`config.mk`:
```
export PLATFORM = sky130hd
export DESIGN_NAME = wb_rr_arbiter
export DESIGN_NICKNAME = d
export VERILOG_FILES = /design/src/rtl/wb_rr_arbiter.sv
export SDC_FILE = /design/constraint.sdc
export NUM_CORES = 1
export LEC_CHECK = 0
export CORE_AREA = 2 2 106 108
export CTS_CLUSTER_SIZE = 40
export DETAILED_ROUTE_END_ITERATION = 8
export DIE_AREA = 0 0 108 110
export HOLD_SLACK_MARGIN = 0.05
export PLACE_DENSITY = 0.65
export RECOVER_POWER = 100
export SLEW_MARGIN = 20
export SYNTH_ARGS = -nofsm -noshare
export SYNTH_HDL_FRONTEND = slang
export SYNTH_SLANG_ARGS = --single-unit
```
`constraint.sdc`:
```
create_clock -name WB_CLK -period 1.7 [get_ports WB_CLK]
set_input_delay 0.255 -clock WB_CLK [delete_from_list [all_inputs] [get_ports WB_CLK]]
set_output_delay 0.255 -clock WB_CLK [all_outputs]
set_load 0.03 [all_outputs]
```
`src/rtl/wb_rr_arbiter.sv`:
```
`timescale 1ns/1ps
`default_nettype none
// ============================================================================
//  Module      : wb_rr_arbiter
//  Description : Two-master / one-slave Wishbone arbiter. The bus is granted
//                round-robin per complete Wishbone cycle. A watchdog ends any
//                strobe that the slave leaves unanswered for too long.
//  Revision    : 1.0  initial release
// ============================================================================
module wb_rr_arbiter #(
    parameter int ADDR_W  = 17,
    parameter int DATA_W  = 32,
    parameter int TIMEOUT = 255
) (
    input  logic                  WB_CLK,
    input  logic                  WB_RST,
    // master 0 (AHB bridge)
    input  logic [ADDR_W-1:0]     m0_adr,
    input  logic [DATA_W-1:0]     m0_dat_w,
    input  logic [DATA_W/8-1:0]   m0_sel,
    input  logic                  m0_we,
    input  logic                  m0_cyc,
    input  logic                  m0_stb,
    output logic [DATA_W-1:0]     m0_dat_r,
    output logic                  m0_ack,
    output logic                  m0_err,
    // master 1 (fabric master)
    input  logic [ADDR_W-1:0]     m1_adr,
    input  logic [DATA_W-1:0]     m1_dat_w,
    input  logic [DATA_W/8-1:0]   m1_sel,
    input  logic                  m1_we,
    input  logic                  m1_cyc,
    input  logic                  m1_stb,
    output logic [DATA_W-1:0]     m1_dat_r,
    output logic                  m1_ack,
    output logic                  m1_err,
    // slave
    output logic [ADDR_W-1:0]     s_adr,
    output logic [DATA_W-1:0]     s_dat_w,
    output logic [DATA_W/8-1:0]   s_sel,
    output logic                  s_we,
    output logic                  s_cyc,
    output logic                  s_stb,
    input  logic [DATA_W-1:0]     s_dat_r,
    input  logic                  s_ack,
    input  logic                  s_err,
    // grant
    output logic [1:0]            gnt
);

    localparam int                CNT_W   = $clog2(TIMEOUT + 1);
    localparam logic [CNT_W-1:0]  CNT_MAX = CNT_W'(TIMEOUT);

    typedef enum logic [1:0] {
        IDLE  = 2'd0,
        OWN0  = 2'd1,
        OWN1  = 2'd2,
        ABORT = 2'd3
    } state_t;

    state_t             state_q, state_d;
    logic [1:0]         gnt_q, gnt_d;
    logic               last_q, last_d;
    logic [CNT_W-1:0]   cnt_q, cnt_d;

    logic               own0;
    logic               own1;
    logic               owner_cyc;
    logic               timeout_pulse;

    assign own0      = (state_q == OWN0);
    assign own1      = (state_q == OWN1);
    // gnt stays valid through ABORT, so it identifies the owner in both states
    assign owner_cyc = gnt_q[1] ? m1_cyc : m0_cyc;
    assign gnt       = gnt_q;

    // Route the owning master's request to the slave; everything is low otherwise
    always_comb begin
        s_adr   = '0;
        s_dat_w = '0;
        s_sel   = '0;
        s_we    = 1'b0;
        s_cyc   = 1'b0;
        s_stb   = 1'b0;
        if (own0) begin
            s_adr   = m0_adr;
            s_dat_w = m0_dat_w;
            s_sel   = m0_sel;
            s_we    = m0_we;
            s_cyc   = m0_cyc;
            s_stb   = m0_stb;
        end else if (own1) begin
            s_adr   = m1_adr;
            s_dat_w = m1_dat_w;
            s_sel   = m1_sel;
            s_we    = m1_we;
            s_cyc   = m1_cyc;
            s_stb   = m1_stb;
        end
    end

    // A slave answer in the final watchdog cycle wins over the forced error
    assign timeout_pulse = s_stb && !s_ack && !s_err && (cnt_q == CNT_MAX);

    assign m0_ack   = own0 && s_ack;
    assign m1_ack   = own1 && s_ack;
    assign m0_err   = own0 && (s_err || timeout_pulse);
    assign m1_err   = own1 && (s_err || timeout_pulse);
    assign m0_dat_r = s_dat_r;
    assign m1_dat_r = s_dat_r;

    // Next-state logic: arbitration, release, watchdog abort
    always_comb begin
        state_d = state_q;
        gnt_d   = gnt_q;
        last_d  = last_q;
        cnt_d   = (s_stb && !s_ack && !s_err) ? (cnt_q + CNT_W'(1)) : '0;
        case (state_q)
            IDLE: begin
                // on a tie the master not served last wins
                if (m0_cyc && (!m1_cyc || last_q)) begin
                    state_d = OWN0;
                    gnt_d   = 2'b01;
                end else if (m1_cyc) begin
                    state_d = OWN1;
                    gnt_d   = 2'b10;
                end
            end
            OWN0, OWN1: begin
                if (!owner_cyc) begin
                    state_d = IDLE;
                    gnt_d   = 2'b00;
                    last_d  = gnt_q[1];
                end else if (timeout_pulse) begin
                    state_d = ABORT;
                end
            end
            ABORT: begin
                if (!owner_cyc) begin
                    state_d = IDLE;
                    gnt_d   = 2'b00;
                    last_d  = gnt_q[1];
                end
            end
            default: begin
                state_d = IDLE;
                gnt_d   = 2'b00;
            end
        endcase
    end

    // State registers; reset drops the grant at once, even mid-transfer
    always_ff @(posedge WB_CLK or posedge WB_RST) begin
        if (WB_RST) begin
            state_q <= IDLE;
            gnt_q   <= 2'b00;
            last_q  <= 1'b1;
            cnt_q   <= '0;
        end else begin
            state_q <= state_d;
            gnt_q   <= gnt_d;
            last_q  <= last_d;
            cnt_q   <= cnt_d;
        end
    end

endmodule
`default_nettype wire

```
==> results.toml <==
[floorplan]
fp.coreArea_um2 = 10700
ios = 274
fp.dieW_um = 108
dieHeight_um = 110
dieArea_um2 = 11900
std_cell_rows = 38
start_util_pct = 18.9

[final_layout]
diodes = 0
finalInstanceArea_um2 = 4660
drive_above_1_share_pct = 43.0
fin_nets = 616
area_delta_synth_final_pct = 131

[run_status]
status = "complete, but fails checks"
violations = "negative setup slack"

[setup_path]
crit_path_max_fanout = 4
crit_path_end_kind = "output pin"
cp_data_arrival_time_ns = 1.70
critical_path_required_ns = 1.44
r2r_cells = 7
start_kind = "flop"
critPathKind = "flop to output pin"

[drt]
first_pass_iters = 4
ant_nets = 0
viasPerCell = 4.45
drt_iter0_markers = 112
vias = 2675
wl_per_cell_um = 17.1
wl_um = 10300
drc = 0

[clock_network]
cts_buffers = 3
cts.path.max_buffers = 2
htreeDepth = 1
cts-root-buf = "clkbuf_8"
worstSkewPairLatency_ns = 0.24
cts_tree = "yes"
clock-sinks = 13
path_clk_slew_ns = 0.06

[sta]
worst_pin_slew_ns = 0.560
clock_skew_ns = 0.000762
fmax_ghz = 0.512
slew_headroom_pct = 62.6
rsz0062_at_grt = "true"
fin_ws_ns = -0.253
hold_viol_final = 0
setup-violations-final = 62
timing.final.crit_share_pct = 115
drv_slew = 0
fin_crit_ns = 1.95

[grt]
antenna_found_initial = 0
grtUsageTotal_pct = 15.1
grt_pass1_wl_um = 14000
grt_overflow_total = 0
grt_max_degree = 24
grt_pass1_vias = 2614

[power]
power_uw = 7690
power.density_nw_per_um2 = 1650
p_leak_uw = 0.00196
peakVddDrop_mv = 0.831

[synth]
yosysWarnings = 0
synth-simple-area-share_pct = 27.6
synth_top_cell_area_share_pct = 23.8
netlist.top_cell.by_area = "buf_4"
synth-edff-count = 0
synth_top_family_by_area = "buffers and inverters"
syn_nets = 476
syn_avg_cell_area_um2 = 6.28
syn_area_um2 = 2020
ys_seq_area_share_pct = 16.2
synth_fa_ha_area_share_pct = 3.72
async_reset_ff_share_pct = 100
synth_seq_cells = 13
synth.most_common_cell = "nand2_1"
synth_compound_area_share_pct = 19.3
synth_ff_type = "dfrtp_1"
synthesis.instances = 322
synth_common_cells = "nand2_1 (106), buf_4 (64), o21ai_0 (55)"
ys_types = 34
synth_area_leaders = "buf_4 (24%), nand2_1 (20%), dfrtp_1 (15%)"
muxShareOfSynthArea_pct = 1.86
synthXorXnorAreaFrac_pct = 2.60

[placement]
dp_hpwl_um = 7660
dpl_cell_area_um2 = 3710
io_buffer_count = 177
place.gp.congestion = 0.787

[run]
drv_cap = 0

[hold_path]
hold_path_class = "input pin to async pin"
[per-layer routing]
| metal | up-vias | routed length, µm | track usage, % |
|---|---|---|---|
| li1 | 1264 | - | - |
| met1 | 1254 | 3880 | 17.5 |
| met2 | 149 | 5360 | 27.0 |
| met3 | 8 | 970 | 5.41 |
| met4 | 0 | 85 | 2.56 |
| met5 | - | 0 | 0 |
[report_power, final]
group | total, µW | internal (µW) | switching (µW)
registers | 457 | 387 | 70.5
logic | 6950 | 3360 | 3600
clock network | 281 | 166 | 116
total | 7690 | 3910 | 3780
[path summary, 6_finish.rpt]
check                                 from         end  slack [ns]
worst max-delay path            state_q[1]      m1_err       -0.25
worst min-delay path                WB_RST      gnt[0]        0.50
worst max register to register  state_q[1]  state_q[1]       -0.16
worst min register to register      last_q      last_q        0.51
max in group asynchronous           WB_RST  state_q[0]        0.80
min in group WB_CLK                 last_q      last_q        0.51
[worst max-delay path, stage by stage (launching register included)]
cell and delay (ns):
dfrtp_2 0.44, inv_2 0.09, ha_4 0.15, and3b_1 0.18, o21a_1 0.22, a21oi_4 0.18
nor2b_2 0.06, buf_6 0.13
[stage by stage]
stage          worst slack [ns]  utilization (%)  hold WS, ns  TNS (ns)  instances
3_5_place_dp             -0.114             34.7        0.493    -0.639        582
5_1_grt                  -0.329             43.5        0.510    -14.50        601
6_report                 -0.253             43.5        0.497    -10.18        601
2_1_floorplan           -0.0953                -        0.131    -0.723        322
3_3_place_gp            -0.0738             34.7        0.480    -0.286        582
4_1_cts                  -0.289             41.5        0.371    -11.39        597
[sequential cells by signal, indices dropped and copies added (netlist names)]
signal and count:
cnt_q 8, state_q 2, last_q 1, gnt 2
[cells by family (layout without fill, tap and decap cells)]
family,after synthesis,in the layout
and+or+nand+nor,136,136
buffers and inverters,88,227
DFF,13,13
adders and majority gates,6,6
AOI/OAI and AO/OA,70,70
xor gates and xnor gates,6,6
muxes,3,3
[what timing repair did]
item / CTS / global route
gates resized for setup: 126 / 25
endpoints found under the setup margin: 62 / 62
cloned: 6 / 5
hold buffers: 0 / 0
pin swaps: 27 / 5
setup buffers: 6 / 1
[placed cells by master, fill, tap and decap left out, types with 3 or more instances in the layout]
master,count
ha_1,3
o21ai_4,14
mux2_4,3
nor2_1,12
clkbuf_8,3
o21ai_0,4
nand2_1,83
dfrtp_1,10
o21ai_2,37
xor2_1,5
a22o_1,4
clkbuf_16,5
buf_6,59
nand2_2,15
buf_8,3
nand3_1,4
buf_16,5
clkdlybuf4s50_1,116
nand2_4,8
inv_1,4
buf_12,11
buf_4,17
[cell type report]
type	instances	area, µm²
multi-input combinational	221	1600
fill	1036	6040
inverter	6	22.5
clock buffer	4	45.0
tap	140	175
sequential	13	329
timing repair buffer	217	2490
(Power assumes the default switching activity.)
==> edit 1 (same flow settings) <==
Encoding of `state_t`: now Gray code (2 bits for 4 states).
--- a/src/rtl/wb_rr_arbiter.sv
+++ b/src/rtl/wb_rr_arbiter.sv
@@ -52,10 +52,10 @@
     localparam logic [CNT_W-1:0]  CNT_MAX = CNT_W'(TIMEOUT);
 
     typedef enum logic [1:0] {
-        IDLE  = 2'd0,
-        OWN0  = 2'd1,
-        OWN1  = 2'd2,
-        ABORT = 2'd3
+        IDLE  = 2'b00,
+        OWN0  = 2'b01,
+        OWN1  = 2'b11,
+        ABORT = 2'b10
     } state_t;
 
     state_t             state_q, state_d;
Formal check against the unedited RTL: same outputs for any inputs over 10 cycles, from zero or initial values and one cycle with WB_RST high; not proved beyond that.
==> edit 1 against the unedited design <==
The run still ends with setup timing left. Worst setup slack better by 91 ps. Sequential share of layout area is 1.3 points higher. Sequential cell count stayed put. First-iteration DRC count is 32% lower. Wire length is 14% lower. Global-route usage is 3.2 points lower. Count of clock-buffer cells in the layout stayed put. Fmax is 4.9% higher. Final area is 15% lower. Total power is 24% lower. Synthesized area is 5.3% higher. Non-clock buffer count is 18 lower. Largest cell class unchanged.
==> edit 1: results (changes against the unedited design) <==
| Metric | Value |
|---|---|
| Status | finished, violations left (unchanged) |
| Failing checks | setup timing (unchanged) |
| Max_slew headroom | 0.675 (was 0.626) |
| Final setup fails | 58 (was 62) |
| WL per Instance | 16.7 um (was 17.1 um) |
| Final nets | 537 (was 616) |
| Clock skew | 1.61 ps (was 0.762 ps) |
| Post-synthesis compound-gate area fraction | 0.0317 (was 0.193) |
| Share of cells above drive strength 1 | 0.284 (was 0.430) |
| Placed cells | 511 (was 582) |
| Synth area leaders | mux2i_1 26%, buf_4 23%, nor2b_1 16% (was buf_4 24%, nand2_1 20%, dfrtp_1 15%) |
| Slowest stage cell, crit path | dfrtp_4 (was dfrtp_2) |
| Vias in the first global route | 2126 (was 2614) |
| Clock root cell | clkbuf_8 (unchanged) |
| Fillers | 1096 (was 1036) |
| Multiplexer area fraction after synthesis | 0.274 (was 0.0186) |
| Syn avg cell area | 8.09 um2 (was 6.28 um2) |
| Vias per inst | 4.12 (was 4.45) |
| CTS Buf Count | 3 (unchanged) |
| Synthesized-area fraction occupied by xor and xnor cells | 0.0247 (was 0.0260) |
| Post-Synth Adder-Cell Area | 0.00588 (was 0.0372) |
| Setup ws final | -162 ps (was -253 ps) |
| Total Routing Usage GR | 0.119 (was 0.151) |
| Syn Nets | 412 (was 476) |
| Post-DP HPWL | 6.26 mm (was 7.66 mm) |
| Depth of the most critical reg-to-reg path | 5 (was 7) |
| Synth cell types | 28 (was 34) |
| Data arrival, critical path | 1610 ps (was 1700 ps) |
| CTS H-tree lvls | 1 (unchanged) |
| Setup TNS | -4070 ps (was -10180 ps) |
| Met2 wire len | 4.46 mm (was 5.36 mm) |
| Largest net degree at the start of global routing | 36 (was 24) |
| Slowest cell delay on critical path | 530 ps (was 440 ps) |
| WL met1 | 3.55 mm (was 3.88 mm) |
| Place WS | -180 ps (was -114 ps) |
| Peak supply drop | 0.000762 V (was 0.000831 V) |
| Area after DPL | 3620 um2 (was 3710 um2) |
| DRT Wirelength | 8.82 mm (was 10.3 mm) |
| Post-synth top cells | 65 x buf_4, 56 x mux2i_1, 55 x nor2b_1 (was 106 x nand2_1, 64 x buf_4, 55 x o21ai_0) |
| First-pass GRT wire length | 11.1 mm (was 14.0 mm) |
| Max FO, Critical Path | 6 (was 4) |
| Placer Congestion | 0.773 (was 0.787) |
| Leakage | 1.74 nW (was 1.96 nW) |
| Number of DRC markers in iteration 0 | 76 (was 112) |
| Seq/Total Area, Yosys | 0.153 (was 0.162) |
[edit 1: area by class of cell]
| class | count | area, um2 | area share |
|---|---|---|---|
| Tap cell | 140 | 175 | 0.0444 |
| Inverter | 5 | 18.8 | 0.00475 |
| Timing Repair Buffer | 199 | 2060 | 0.522 |
| Clock buffer | 4 | 45.0 | 0.0114 |
| Sequential cell | 13 | 330 | 0.0837 |
| Multi-Input combinational cell | 166 | 1320 | 0.333 |
[edit 1: repair_timing]
item,in CTS,in global routing
setup buffers,2,6
cloned,1,5
pin swaps,0,3
setup endpoints to repair,60,61
gates resized for setup,11,18
[edit 1: where the power goes]
part,switching [mW],total [mW],internal (mW),leakage (nW)
sequential,0.0767,0.465,0.388,0.171
clock,0.104,0.269,0.165,0.0228
combinational,2.61,5.12,2.51,1.55
[edit 1: logic make-up (layout without fill, tap and decap cells)]
logic type                 count (synthesis)  count (layout)
and+or+nand+nor                           90              90
AOI/OAI and AO/OA                         11              11
DFF                                       13              13
xor gates and xnor gates                   6               6
muxes                                     58              58
buffers and inverters                     84             208
adders and majority gates                  1               1
[edit 1: worst paths after layout]
kind / startpoint / endpoint / slack [ps]
setup / recovery: state_q[1]$_DFFE_PP0P_ / m0_err / -160
hold / removal: WB_RST / cnt_q[1]$_DFF_PP0_ / 480
setup reg to reg: state_q[1]$_DFFE_PP0P_ / state_q[1]$_DFFE_PP0P_ / 40
hold reg to reg: last_q$_DFFE_PP1P_ / last_q$_DFFE_PP1P_ / 510
max in group asynchronous: WB_RST / state_q[1]$_DFFE_PP0P_ / 850
min in group WB_CLK: last_q$_DFFE_PP1P_ / last_q$_DFFE_PP1P_ / 510
[edit 1: layer usage]
metal / track usage / vias up
met5: 0 / -
met4: 0.0256 / 0
met3: 0.0247 / 12
met2: 0.214 / 120
met1: 0.145 / 986
li1: - / 1051
==> edit 2 (config.mk and constraints unchanged) <==
Without the edit above. `TIMEOUT`: 255 -> 510.
--- a/src/rtl/wb_rr_arbiter.sv
+++ b/src/rtl/wb_rr_arbiter.sv
@@ -10,7 +10,7 @@
 module wb_rr_arbiter #(
     parameter int ADDR_W  = 17,
     parameter int DATA_W  = 32,
-    parameter int TIMEOUT = 255
+    parameter int TIMEOUT = 510
 ) (
     input  logic                  WB_CLK,
     input  logic                  WB_RST,
Check against the original RTL: same outputs for any inputs over 10 cycles, from zero or initial values and one cycle with WB_RST high; that may be too few to reach the edited logic, so the function may still have changed.
==> edit 2 against the unedited design <==
The run still ends with setup timing left. Worst setup slack worse by 74 ps. Sequential cell count is 1 higher. Largest power group unchanged. Sequential share of layout area is 0.55 points higher. Register-to-register slack better by 20 ps. Die area stayed put. Final area is 0.86% lower. First-iteration DRC count is 42% lower. Synthesized area is 3.8% higher. Wire length is 5.2% lower. Global-route usage is 2.4 points lower. Clock power is 17% higher. Total power is 6.2% lower.
==> edit 2: results (changes against the unedited design) <==
| Metric | Value |
|---|---|
| Vias per inst | 4.29 (was 4.45) |
| Placer Congestion | 0.865 (was 0.787) |
| Drt pass-1 iters | 4 (unchanged) |
| Antenna cell count | 0 (unchanged) |
| Top_reg_cell synth | dfrtp_1 (unchanged) |
| Post-synthesis compound-gate area fraction | 0.178 (was 0.193) |
| Final setup fails | 58 (was 62) |
| Max FO, Critical Path | 4 (unchanged) |
| Placed cells | 588 (was 582) |
| Largest register by flop count | cnt_q (unchanged) |
| Reg clk slew, reported paths | 60 ps (about the same) |
| Syn Nets | 484 (was 476) |
| Number of DRC markers in iteration 0 | 65 (was 112) |
| Setup TNS | -14370 ps (was -10180 ps) |
| Total Routing Usage GR | 0.126 (was 0.151) |
| Syn avg cell area | 6.37 um2 (was 6.28 um2) |
| Synth cell types | 31 (was 34) |
| Post-Synth Adder-Cell Area | 0.0418 (was 0.0372) |
| Vias in the first global route | 2400 (was 2614) |
| Post-cts resize count | 10 (was 126) |
| CTS Buf Count | 3 (unchanged) |
| Synthesized-area fraction occupied by xor and xnor cells | 0.0292 (was 0.0260) |
| Final nets | 629 (was 616) |
| Share of cells above drive strength 1 | 0.385 (was 0.430) |
| Leakage | 1.92 nW (was 1.96 nW) |
| Multiplexer area fraction after synthesis | 0.0215 (was 0.0186) |
| Largest net degree at the start of global routing | 31 (was 24) |
| Post-synth top cells | 111 x nand2_1, 65 x buf_4, 37 x o21ai_0 (was 106 x nand2_1, 64 x buf_4, 55 x o21ai_0) |
| Peak supply drop | 0.000864 V (was 0.000831 V) |
| CTS max path bufs | 2 (unchanged) |
| Status | finished, violations left (unchanged) |
| Clock skew | 0.605 ps (was 0.762 ps) |
| Post-CTS Setup Repair Bufs | 4 (was 6) |
| Slowest stage cell, crit path | dfrtp_1 (was dfrtp_2) |
| Max reg flops | 9 (was 8) |
| Setup ws final | -328 ps (was -253 ps) |
| Area after DPL | 3830 um2 (was 3710 um2) |
| DRT Wirelength | 9.76 mm (was 10.3 mm) |
| Post-DP HPWL | 7.20 mm (was 7.66 mm) |
| Crit path max-delay family | flip-flops (unchanged) |
| Clock root cell | clkbuf_8 (unchanged) |
| Yosys warns | 0 (unchanged) |
| First-pass GRT wire length | 12.0 mm (was 14.0 mm) |
| WL per Instance | 15.9 um (was 17.1 um) |
| Int Pwr | 3.72 mW (was 3.91 mW) |
| Data arrival, critical path | 1770 ps (was 1700 ps) |
| Synth area leaders | buf_4 23%, nand2_1 20%, dfrtp_1 16% (was buf_4 24%, nand2_1 20%, dfrtp_1 15%) |
| Tightest Pin Transition | 565 ps (was 560 ps) |
| Place WS | -303 ps (was -114 ps) |
| Seq/Total Area, Yosys | 0.168 (was 0.162) |
| Failing checks | setup timing (unchanged) |
edit 2: logic make-up (layout without fill, tap and decap cells):
logic type                 Yosys count  after routing
and+or+nand+nor                    142            142
buffers and inverters               89            233
AOI/OAI and AO/OA                   66             66
DFF                                 14             14
adders and majority gates            7              7
xor gates and xnor gates             7              7
muxes                                4              4
edit 2: layout make-up:
cell class | count | area (um2)
Fill cell | 1027 | 6080
Timing Repair Buffer | 224 | 2470
Multi-Input combinational cell | 226 | 1550
Sequential cell | 14 | 352
Tap cell | 140 | 175
Clock buffer | 4 | 55.1
Inverter | 5 | 18.8
edit 2: final timing paths:
path                       depth (start not counted)  slack (ps)                    from                endpoint
max in group asynchronous                          2         840                  WB_RST      cnt_q[0]$_DFF_PP0_
min reg2reg                                        2         500      last_q$_DFFE_PP1P_      last_q$_DFFE_PP1P_
max reg2reg                                        7        -140  state_q[0]$_DFFE_PP0P_  state_q[1]$_DFFE_PP0P_
min                                                2         490                  WB_RST      gnt[0]$_DFFE_PP0P_
max                                                7        -330  state_q[0]$_DFFE_PP0P_                  m1_err
min in group WB_CLK                                2         500      last_q$_DFFE_PP1P_      last_q$_DFFE_PP1P_
edit 2: layer usage:
metal  up-vias  routed length [um]  global-route usage
li1       1288                   -                   -
met1      1187                3360               0.137
met2       140                5500               0.251
met3        15                 788              0.0265
met4         0                 123              0.0256
met5         -                   0                   0
edit 2: power groups by stage:
| stage | Clock, mW | Sequential [mW] | Combinational, mW |
|---|---|---|---|
| 5_1_grt | 0.349 | 0.468 | 6.79 |
| 6_report | 0.329 | 0.457 | 6.43 |
| 4_1_cts | 0.338 | 0.455 | 5.13 |
| 2_1_floorplan | 0 | 0.497 | 3.10 |
| 3_5_place_dp | 0 | 0.462 | 4.95 |
| 3_3_place_gp | 0 | 0.463 | 4.92 |
